`config.mk`:
```
export PLATFORM = sky130hd
export DESIGN_NAME = riscv_gpio_irq
export DESIGN_NICKNAME = d
export VERILOG_FILES = /design/src/rtl/riscv_gpio_irq.sv
export SDC_FILE = /design/constraint.sdc
export NUM_CORES = 1
export LEC_CHECK = 0
export CORE_MARGIN = 2
export CORE_UTILIZATION = 38
export CTS_CLUSTER_SIZE = 25
export DETAILED_ROUTE_END_ITERATION = 8
export DONT_BUFFER_PORTS = 1
export GPL_TIMING_DRIVEN = 0
export SLEW_MARGIN = 5
export SYNTH_ARGS = -nofsm -noshare
export SYNTH_HDL_FRONTEND = slang
export SYNTH_SLANG_ARGS = --single-unit
```
`constraint.sdc`:
```
create_clock -name clk -period 2.4 [get_ports clk]
set_input_delay 0 -clock clk [delete_from_list [all_inputs] [get_ports clk]]
set_output_delay 0 -clock clk [all_outputs]
set_load 0.03 [all_outputs]
```
`src/rtl/riscv_gpio_irq.sv`:
```
// rtl/riscv_gpio_irq.sv - GPIO peripheral with direction, atomic writes and edge interrupts
//
// Purpose: bus-mapped GPIO slave. Per-pin output value and output enable,
// set/clear/toggle aliases of the output register, synchronised inputs and
// rise/fall edge detection with sticky pending bits folded into one
// registered level interrupt.
// Optional feature macro: RISCV_GPIO_DEBOUNCE_EN adds a per-pin debounce
// stage of DEB_CYCLES clk cycles between the synchroniser and IN/edge logic.
//
// Ports:
//   clk, rstn            clock, synchronous active-low reset
//   sel, enable, write   bus select, access phase, direction (1=write)
//   addr, wdata, rdata   byte address (addr[11:0] decoded), write/read data
//   gpio_o, gpio_oe      pin output value and output enable
//   gpio_i               asynchronous pin inputs
//   irq                  registered |(PEND & IE)
module riscv_gpio_irq #(
    parameter int XLEN        = 32,
    parameter int WIDTH       = 32,
    parameter int SYNC_STAGES = 2,
    parameter int DEB_CYCLES  = 16
) (
    input  logic             clk,
    input  logic             rstn,
    input  logic             sel,
    input  logic             enable,
    input  logic             write,
    input  logic [XLEN-1:0]  addr,
    input  logic [XLEN-1:0]  wdata,
    output logic [XLEN-1:0]  rdata,
    output logic [WIDTH-1:0] gpio_o,
    output logic [WIDTH-1:0] gpio_oe,
    input  logic [WIDTH-1:0] gpio_i,
    output logic             irq
);

    localparam logic [11:0] OFF_OUT  = 12'h000;
    localparam logic [11:0] OFF_SET  = 12'h004;
    localparam logic [11:0] OFF_CLR  = 12'h008;
    localparam logic [11:0] OFF_TGL  = 12'h00C;
    localparam logic [11:0] OFF_DIR  = 12'h010;
    localparam logic [11:0] OFF_IN   = 12'h014;
    localparam logic [11:0] OFF_IE   = 12'h018;
    localparam logic [11:0] OFF_RISE = 12'h01C;
    localparam logic [11:0] OFF_FALL = 12'h020;
    localparam logic [11:0] OFF_PEND = 12'h024;

    logic [WIDTH-1:0] out_q, out_d;
    logic [WIDTH-1:0] dir_q, dir_d;
    logic [WIDTH-1:0] ie_q, ie_d;
    logic [WIDTH-1:0] rise_q, rise_d;
    logic [WIDTH-1:0] fall_q, fall_d;
    logic [WIDTH-1:0] pend_q, pend_d;
    logic [WIDTH-1:0] in_q;
    logic             irq_q;
    logic [WIDTH-1:0] sync_q [SYNC_STAGES];
    logic [WIDTH-1:0] in_s;
    logic [WIDTH-1:0] in_db;
    logic [WIDTH-1:0] edge_set;
    logic             wr;
    logic [11:0]      off;
    logic [WIDTH-1:0] wd;
    logic             unused_bits;

    assign wr  = sel & enable & write;
    assign off = addr[11:0];
    assign wd  = wdata[WIDTH-1:0];
    assign in_s = sync_q[SYNC_STAGES-1];

    always_ff @(posedge clk) begin
        if (!rstn) begin
            for (int k = 0; k < SYNC_STAGES; k++) sync_q[k] <= '0;
        end else begin
            sync_q[0] <= gpio_i;
            for (int k = 1; k < SYNC_STAGES; k++) sync_q[k] <= sync_q[k-1];
        end
    end

`ifdef RISCV_GPIO_DEBOUNCE_EN
    localparam int CW = $clog2(DEB_CYCLES);
    localparam logic [CW-1:0] CNT_LAST = CW'(DEB_CYCLES - 1);

    logic [WIDTH-1:0] deb_q;
    logic [CW-1:0]    cnt_q [WIDTH];

    // A pin's counter runs only while in_s disagrees with the debounced value;
    // the value flips on the DEB_CYCLES-th consecutive disagreeing cycle.
    always_ff @(posedge clk) begin
        if (!rstn) begin
            deb_q <= '0;
            for (int p = 0; p < WIDTH; p++) cnt_q[p] <= '0;
        end else begin
            for (int p = 0; p < WIDTH; p++) begin
                if (in_s[p] != deb_q[p]) begin
                    if (cnt_q[p] == CNT_LAST) begin
                        deb_q[p] <= in_s[p];
                        cnt_q[p] <= '0;
                    end else begin
                        cnt_q[p] <= cnt_q[p] + 1'b1;
                    end
                end else begin
                    cnt_q[p] <= '0;
                end
            end
        end
    end

    assign in_db       = deb_q;
    assign unused_bits = ^{addr[XLEN-1:12], wdata};
`else
    assign in_db       = in_s;
    assign unused_bits = ^{addr[XLEN-1:12], wdata, 32'(DEB_CYCLES)};
`endif

    assign edge_set = (in_db & ~in_q & rise_q) | (~in_db & in_q & fall_q);

    always_comb begin
        out_d  = out_q;
        dir_d  = dir_q;
        ie_d   = ie_q;
        rise_d = rise_q;
        fall_d = fall_q;
        pend_d = pend_q;
        if (wr) begin
            case (off)
                OFF_OUT:  out_d  = wd;
                OFF_SET:  out_d  = out_q | wd;
                OFF_CLR:  out_d  = out_q & ~wd;
                OFF_TGL:  out_d  = out_q ^ wd;
                OFF_DIR:  dir_d  = wd;
                OFF_IE:   ie_d   = wd;
                OFF_RISE: rise_d = wd;
                OFF_FALL: fall_d = wd;
                OFF_PEND: pend_d = pend_q & ~wd;
                default:  ;
            endcase
        end
        // New edges are OR-ed in after the w1c so a coincident edge survives.
        pend_d = pend_d | edge_set;
    end

    always_ff @(posedge clk) begin
        if (!rstn) begin
            out_q  <= '0;
            dir_q  <= '0;
            ie_q   <= '0;
            rise_q <= '0;
            fall_q <= '0;
            pend_q <= '0;
            in_q   <= '0;
            irq_q  <= 1'b0;
        end else begin
            out_q  <= out_d;
            dir_q  <= dir_d;
            ie_q   <= ie_d;
            rise_q <= rise_d;
            fall_q <= fall_d;
            pend_q <= pend_d;
            in_q   <= in_db;
            irq_q  <= |(pend_q & ie_q);
        end
    end

    always_comb begin
        rdata = '0;
        case (off)
            OFF_OUT, OFF_SET, OFF_CLR, OFF_TGL: rdata = XLEN'(out_q);
            OFF_DIR:  rdata = XLEN'(dir_q);
            OFF_IN:   rdata = XLEN'(in_db);
            OFF_IE:   rdata = XLEN'(ie_q);
            OFF_RISE: rdata = XLEN'(rise_q);
            OFF_FALL: rdata = XLEN'(fall_q);
            OFF_PEND: rdata = XLEN'(pend_q);
            default:  rdata = '0;
        endcase
    end

    assign gpio_o  = out_q;
    assign gpio_oe = dir_q;
    assign irq     = irq_q;

endmodule

```
---- After elaboration in Yosys (flattened, before gate mapping) ----
Memories as Yosys holds them, arrays and structs flattened.
Cells that the tools add are included.
Widths: inputs -> output; s select.
operators by class
  eq/ne operators ......................... 9
  muxes and demuxes ....................... 8
  bitwise operators ....................... 18
  reductions and logical operators ........ 9
operators with widths
  operator             count
  $and 32x32->32       7
  $pmux 32 s7          1
  $mux 32              4
  $pmux 32 s4          1
  $not 32->32          3
  $or 32x32->32        3
  $eq 12x5->1 const B  4
  $reduce_or 32->1     1
  $xor 32x32->32       1
  $eq 12x4->1 const B  2
  $eq 12x6->1 const B  2
  $eq 12x3->1 const B  1
  $logic_not 12->1     1
  $reduce_and 2->1     5
  $reduce_bool 4->1    1
  $reduce_or 4->1      1
  $and 1x1->1          2
  $mux 1               2
  $or 1x1->1           2
word-level totals
  register bits ........................... 225
  memory bits (writable) .................. 64
  input bits .............................. 101
  output and inout port bits .............. 97
  word-level logic and storage cells ...... 53
  memories ................................ 1
memories
  name    words  bits a word  read ports  clocked after memory_dff  wr ports  RTL line  source
  sync_q  2      32           2           0                         2         56        logic [WIDTH-1:0] sync_q [SYNC_STAGES];

---- Depth between registers and ports, before layout ----
Gate-level depths: netlist of the first run.
  word-level depth ........................ 5
  gate-level depth with buffers ........... 8
  depth with buffers taken out ............ 6

---- Least setup slack after synthesis of the first run ----
Ideal clock, no wire load.
  path type ............................... in2out
  start point ............................. input port addr[1]
  end point ............................... output port rdata[15]
  arrival time ............................ 1.824 ns
  setup slack ............................. 0.576 ns
  stages on the path ...................... 6
  path through ............................ or4b_1 > buf_2 > nor2_1 > buf_2 > a22oi_1 > o21ai_0
between the ends
  longest elaborated chain between the ends .. 3
  elaborated cells on any way between the ends .. 12
  those cells by class .................... eq/ne: 9; mux: 1; reduce/logical: 2
RTL lines
  what                                       RTL line  source
  start: declaration                         28        input logic [XLEN-1:0] addr,
  $eq 12x3->1, or another cell as far along  166       case (off)
  $reduce_or 4->1                            166
  $pmux 32 s7 (*)                            166
  end: declaration                           30        output logic [XLEN-1:0] rdata,
Every way passes the cells marked *; elsewhere a longest branch is shown, timed or not.

---- Worst setup path after layout of the first run ----
  start point ............................. input port addr[7]
  end point ............................... output port rdata[25]
The elaborated chain is that of the path after synthesis.

==> results.sh, run 1 <==
export IMPL_drt_iter0_markers=1673
export IMPL_violations="setup timing"
export IMPL_dp_hpwl_um=43300
export IMPL_synth_main_ff_cell="dfxtp_1"
export IMPL_clock_power_share=0.471
export IMPL_power_density_nw_per_um2=644
export IMPL_end_kind="primary output"
export IMPL_preCtsSetupSlack_ns=-0.691
export IMPL_synthArstFlopShare=0
export IMPL_syn_inst=1589
export IMPL_whs_ns=0.00485
export IMPL_critPathMaxFanout=10
export IMPL_clk_pin_slew_ns=0.06
export IMPL_regArea_um2=5790
export IMPL_grt_antenna_before_repair=2
export IMPL_final_setup_tns_ns=-0.620
export IMPL_netlist_area_leader_share=0.411
export IMPL_die_y_um=196
export IMPL_cap_violations=0
export IMPL_final_cell_count_no_fill=2184
export IMPL_gr_total_overflow=0
export IMPL_crit_type="primary input to primary output"
export IMPL_numCtsBuffers=34
export IMPL_p_seq_frac=0.461
export IMPL_grt_pass1_wl_um=88200
export IMPL_cts_buffer_depth=3
export IMPL_cts_root_buf="clkbuf_16"
export IMPL_final_setup_viol_count=8
export IMPL_ys_warn_count=0
export IMPL_yosysTopAreaCell="dfxtp_1"
export IMPL_viasPerCell=6.23
export IMPL_slew_violations=0
export IMPL_area_growth_pct=17.2
export IMPL_maxSlewHeadroom=0.189
export IMPL_hold_viol_final=0
export IMPL_port_buffers=0
export IMPL_num_fill_cells=3564
export IMPL_ant_nets=0
export IMPL_fin_worst_skew_ns=0.00980
export IMPL_synth_distinct_cells=49
export IMPL_cts_tree="done"
export IMPL_tightest_slew_ns=1.22
export IMPL_cp_cell_sequence="nor4_1 > nand2_2 > clkbuf_1 > a21oi_1"
export IMPL_htree_levels=2
export IMPL_routed_wl_um=61300
export IMPL_synth_edf_count=0
export IMPL_intPower_mw=8.04
export IMPL_fin_crit_ns=2.55
export IMPL_gp_congestion=0.994
export IMPL_switching_share=0.244
export IMPL_rows=70
export IMPL_layout_setup_ws_ns=-0.150
export IMPL_multi_input_area_um2=7470
export IMPL_final_nets=1858
export IMPL_layout_common_cells="289 x dfxtp_1, 187 x o21ai_0, 135 x nand3_1, 132 x a21oi_1, 98 x and2_1"
export IMPL_fin_crit_sh=1.06
export IMPL_layout_commonest_cell="dfxtp_1"
export IMPL_syn_nets=1754
export IMPL_p_sw_mw=2.59
export IMPL_ys_top_cells_by_area="dfxtp_1 41%, o21ai_0 6.8%, mux4_2 5.8%, ha_1 5.7%, a21oi_1 5.1%"
export IMPL_ys_seq_area_frac=0.411
export IMPL_vias=13600
export IMPL_drive_gt1_frac=0.106
export IMPL_combPwrFrac=0.067
export IMPL_dr_pass1_iters=9
export IMPL_die_w_um=196
export IMPL_start_util=0.385
export IMPL_rsz0062_at_grt="true"
export IMPL_crit_path_start_kind="primary input"
export IMPL_timing_fmax_mhz=392
export IMPL_grt_pass1_vias=13100
export IMPL_status="finished, violations left"
export IMPL_grt_max_degree=14
export IMPL_cts_sink_count=289
export IMPL_synth_avg_cell_area_um2=8.85
export IMPL_clk_insertion_delay_late_ns=0.53
export IMPL_total_power_mw=10.6
export IMPL_ir_worst_vdd_mv=0.450
export IMPL_postCtsSetupBuffers=0
export IMPL_post_route_util=0.451
export IMPL_final_area_um2=16500
export IMPL_core_area_um2=36500
export IMPL_ys_seq_elements=289
export IMPL_critical_path_max_stage_delay_ns=0.80
export IMPL_wire_per_inst_um=28.1
export IMPL_die_area_um2=38600
export IMPL_netlist_area_um2=14100
export IMPL_grt_usage=0.313
export IMPL_arrival_ns=2.55
export IMPL_dp_cells=2058
export IMPL_critPathRequiredTime_ns=2.40
export IMPL_io_pins=198
export IMPL_cp_slowest_cell="a21oi_1"
export IMPL_hp_class="primary input to flop"
export IMPL_placed_area_um2=14700
export IMPL_p_leak_nw=5.86
export IMPL_drcViolationCount=0
[state kept, by name (all words and copies together), names as in the netlist]
name     cells
rise_q      32
gpio_oe     32
ie_q        32
sync_q      64
gpio_o      32
fall_q      32
pend_q      32
in_q        32
irq          1
[repair_timing]
| item | in CTS | in global routing |
|---|---|---|
| resized for setup | 23 | 9 |
| endpoints found under the setup margin | 30 | 13 |
| hold buffers | 67 | 0 |
| hold endpoints to repair | 224 | 0 |
[final cells by class]
type,count,share of cell area
inverter,83,0.0189
antenna,2,0.000304
timing repair buffer,68,0.0411
tap,468,0.0355
clock inverter,7,0.00273
buffer,133,0.0360
multi-input combinational,1084,0.453
sequential,289,0.351
clock buffer,50,0.0614
[layer usage]
| metal | GRT usage | wire, um | share of wire |
|---|---|---|---|
| met1 | 0.403 | 23800 | 0.39 |
| met2 | 0.471 | 26000 | 0.42 |
| met3 | 0.0852 | 7610 | 0.12 |
| met4 | 0.184 | 3940 | 0.064 |
| met5 | 0 | 0 | 0 |
[cells in the mapped netlist (3+ instances only)]
| cell type | number |
|---|---|
| dfxtp_1 | 289 |
| o21ai_0 | 192 |
| a21oi_1 | 142 |
| nand3_1 | 135 |
| and2_1 | 98 |
| clkbuf_1 | 90 |
| inv_1 | 82 |
| nand2_1 | 77 |
| ha_1 | 64 |
| nor2_1 | 60 |
| mux4_2 | 36 |
| buf_2 | 35 |
| nand3b_1 | 32 |
| o21a_1 | 32 |
| a22oi_1 | 29 |
| mux2i_1 | 27 |
| a222oi_1 | 20 |
| a31oi_1 | 20 |
| a211oi_1 | 16 |
| a21boi_1 | 16 |
| a21boi_0 | 15 |
| mux2_2 | 15 |
| o2bb2ai_1 | 6 |
| nand4_1 | 5 |
| o21ai_1 | 5 |
| a32o_1 | 4 |
| buf_4 | 4 |
| nor4_1 | 4 |
| a221o_1 | 3 |
| buf_6 | 3 |
| nor3_1 | 3 |
| o22ai_1 | 3 |
[worst paths after layout]
| path | start | end | slack [ns] | depth (start not counted) |
|---|---|---|---|---|
| hold / removal | wdata[1] | gpio_o[1]$_SDFFE_PN0P_ | 0.005 | 5 |
| setup / recovery | addr[7] | rdata[25] | -0.15 | 4 |
| setup reg to reg | gpio_o[25]$_SDFFE_PN0P_ | gpio_o[25]$_SDFFE_PN0P_ | 0.51 | 5 |
| hold reg to reg | sync_q[0][0]$_SDFF_PN0_ | sync_q[0][32]$_SDFF_PN0_ | 0.43 | 1 |
[logic make-up (layout without fill, tap and decap cells)]
kind of cell | Yosys count | count (layout) | synth area share
other | 0 | 2 | 0
multiplexers | 78 | 78 | 0.0888
AO/OA/AOI/OAI | 507 | 507 | 0.214
buffers and inverters | 216 | 341 | 0.0635
adder cells (fa/ha/maj) | 64 | 64 | 0.0569
AND/OR/NAND/NOR | 435 | 435 | 0.166
flip-flops | 289 | 289 | 0.411
[power by group through the flow]
stage / Sequential [mW] / Clock (mW) / Combinational, mW
2_1_floorplan: 4.99 / 0 / 0.352
3_3_place_gp: 5.00 / 0 / 0.530
3_5_place_dp: 5.00 / 0 / 0.544
4_1_cts: 4.90 / 5.03 / 0.701
5_1_grt: 4.90 / 5.23 / 0.755
6_report: 4.90 / 5.01 / 0.717
[critical path, delay by kind of cell]
family	cells	cell delay (ns)
buf+inv	1	0.58
compound gates	1	0.80
simple gates	2	1.15
(Power assumes the default switching activity.)
==> run 2: changes to the inputs <==
- HOLD_SLACK_MARGIN: default -> 0.12
- TNS_END_PERCENT: default -> 100
==> run 2 against run 1 <==
Net effect: the flow still finishes with violations (setup timing); sequential cell count unchanged; maximum frequency decreased by 3.0%; clock-buffer cell count unchanged; final cell count increased by 0.50%; clock power about the same; total power increased by 0.16%; non-clock buffer count increased by 9; cell area increased by 0.68%; via count about the same; worst setup slack got worse by 0.079 ns; clock skew increased by 0.0023 ns; largest cell class unchanged; largest power group unchanged.
==> results.sh, run 2 (synthesis results as in run 1) <==
export IMPL_status="finished, violations left"
export IMPL_violations="setup timing"
export IMPL_rows=70
export IMPL_slew_violations=0
export IMPL_grt_max_degree=14
export IMPL_crit_path_start_kind="primary input"
export IMPL_grt_antenna_before_repair=4
export IMPL_layout_commonest_cell="dfxtp_1"
export IMPL_core_area_um2=36500
export IMPL_dp_hpwl_um=43300
export IMPL_cts_sink_count=289
export IMPL_drt_iter0_markers=1645
export IMPL_drcViolationCount=0
export IMPL_fin_crit_ns=2.63
export IMPL_cts_tree="done"
export IMPL_worst_path_buf_inv=1
export IMPL_grt_pass1_vias=13200
export IMPL_critPathMaxFanout=10
export IMPL_clk_pin_slew_ns=0.06
export IMPL_p_leak_nw=5.91
export IMPL_routed_wl_um=61400
export IMPL_num_fill_cells=3555
export IMPL_dr_pass1_iters=8
export IMPL_largest_register_ffs=64
export IMPL_layout_common_cells="289 x dfxtp_1, 188 x o21ai_0, 135 x nand3_1, 132 x a21oi_1, 98 x and2_1"
export IMPL_timing_fmax_mhz=380
export IMPL_viasPerCell=6.19
export IMPL_crit_type="primary input to primary output"
export IMPL_whs_ns=0.112
export IMPL_cts_buffer_depth=3
export IMPL_wire_per_inst_um=28.0
export IMPL_htree_levels=2
export IMPL_gp_congestion=0.994
export IMPL_cp_slowest_cell="a21oi_1"
export IMPL_end_kind="primary output"
export IMPL_io_pins=198
export IMPL_final_area_um2=16600
export IMPL_maxSlewHeadroom=0.194
export IMPL_ant_nets=0
export IMPL_fin_worst_skew_ns=0.0121
export IMPL_vias=13600
export IMPL_die_area_um2=38600
export IMPL_critPathRequiredTime_ns=2.40
export IMPL_die_y_um=196
export IMPL_cap_violations=0
export IMPL_final_nets=1867
export IMPL_grt_pass1_wl_um=88200
export IMPL_hold_viol_final=0
export IMPL_port_buffers=0
export IMPL_area_growth_pct=18.0
export IMPL_rsz0062_at_grt="true"
export IMPL_hp_class="primary input to flop"
export IMPL_post_route_util=0.454
export IMPL_ir_worst_vdd_mv=0.452
export IMPL_fin_crit_sh=1.10
export IMPL_cts_root_buf="clkbuf_16"
export IMPL_final_setup_viol_count=16
export IMPL_critical_path_max_stage_delay_ns=0.80
export IMPL_start_util=0.385
export IMPL_die_w_um=196
export IMPL_numCtsBuffers=34
export IMPL_grt_usage=0.313
export IMPL_drive_gt1_frac=0.107
export IMPL_power_density_nw_per_um2=641
export IMPL_clk_insertion_delay_late_ns=0.53
export IMPL_top_register="sync_q"
export IMPL_arrival_ns=2.63
export IMPL_layout_setup_ws_ns=-0.230
export IMPL_tightest_slew_ns=1.21
export IMPL_cp_cell_sequence="nor4_1 > nand2_2 > clkbuf_1 > a21oi_1"
export IMPL_placed_area_um2=14700
export IMPL_cp_top_family="simple AND/OR/NAND/NOR gates"
export IMPL_gr_total_overflow=0
## run 2: layer usage
metal	wire, um	up-vias	share of wire	track usage
met1	23900	6607	0.39	0.400
met5	0	-	0	0
met3	7350	202	0.12	0.0873
met2	26200	878	0.43	0.472
met4	3980	0	0.065	0.187
li1	-	5908	-	-
## run 2: final timing paths
check / end / cells after the start / slack, ns / start
setup / recovery: rdata[25] / 4 / -0.23 / addr[7]
hold reg to reg: sync_q[0][45]$_SDFF_PN0_ / 1 / 0.43 / sync_q[0][13]$_SDFF_PN0_
hold / removal: pend_q[31]$_SDFF_PN0_ / 4 / 0.11 / write
setup reg to reg: gpio_o[25]$_SDFFE_PN0P_ / 5 / 0.51 / gpio_o[25]$_SDFFE_PN0P_
## run 2: stage by stage
step                cells  setup slack (ns)  TNS, ns  power [mW]
floorplan            1589             0.576        0        5.34
global placement     2057            -0.717   -29.17        5.53
detailed placement   2058            -0.691   -12.93        5.55
CTS                  2191           -0.0769   -0.221        10.6
global route         2195            -0.158   -0.756        10.9
finish               2195            -0.230    -1.21        10.6
## run 2: area by class of cell
type / count / area, um2 / area share
Buffer: 133 / 597 / 0.0360
Inverter: 83 / 312 / 0.0188
Sequential cell: 289 / 5790 / 0.349
Multi-Input combinational cell: 1084 / 7480 / 0.451
Antenna cell: 4 / 10.0 / 0.000603
Timing Repair Buffer: 77 / 768 / 0.0463
Clock inverter: 7 / 45.0 / 0.00271
Tap cell: 468 / 586 / 0.0353
Clock buffer: 50 / 1010 / 0.0610
## run 2: report_power, final
part	total (mW)	switching (mW)	internal, mW
clock	5.01	2.10	2.92
combinational	0.728	0.465	0.262
sequential	4.90	0.0371	4.86
total	10.6	2.60	8.04
## run 2: timing repair
action                     4_1_cts  5_1_grt
hold endpoints to repair       224        0
setup endpoints to repair       30       18
gates resized for setup         23       13
buffers inserted                 0        0
hold buffers                    76        0
## run 2: worst register-to-register path: cells and delay by family (launching register included)
kind | cells | cell delay, ns
mux | 1 | 0.46
simple gates | 1 | 0.11
fa+ha+maj | 1 | 0.30
compound gates | 1 | 0.07
flops | 1 | 0.68
buf+inv | 1 | 0.13
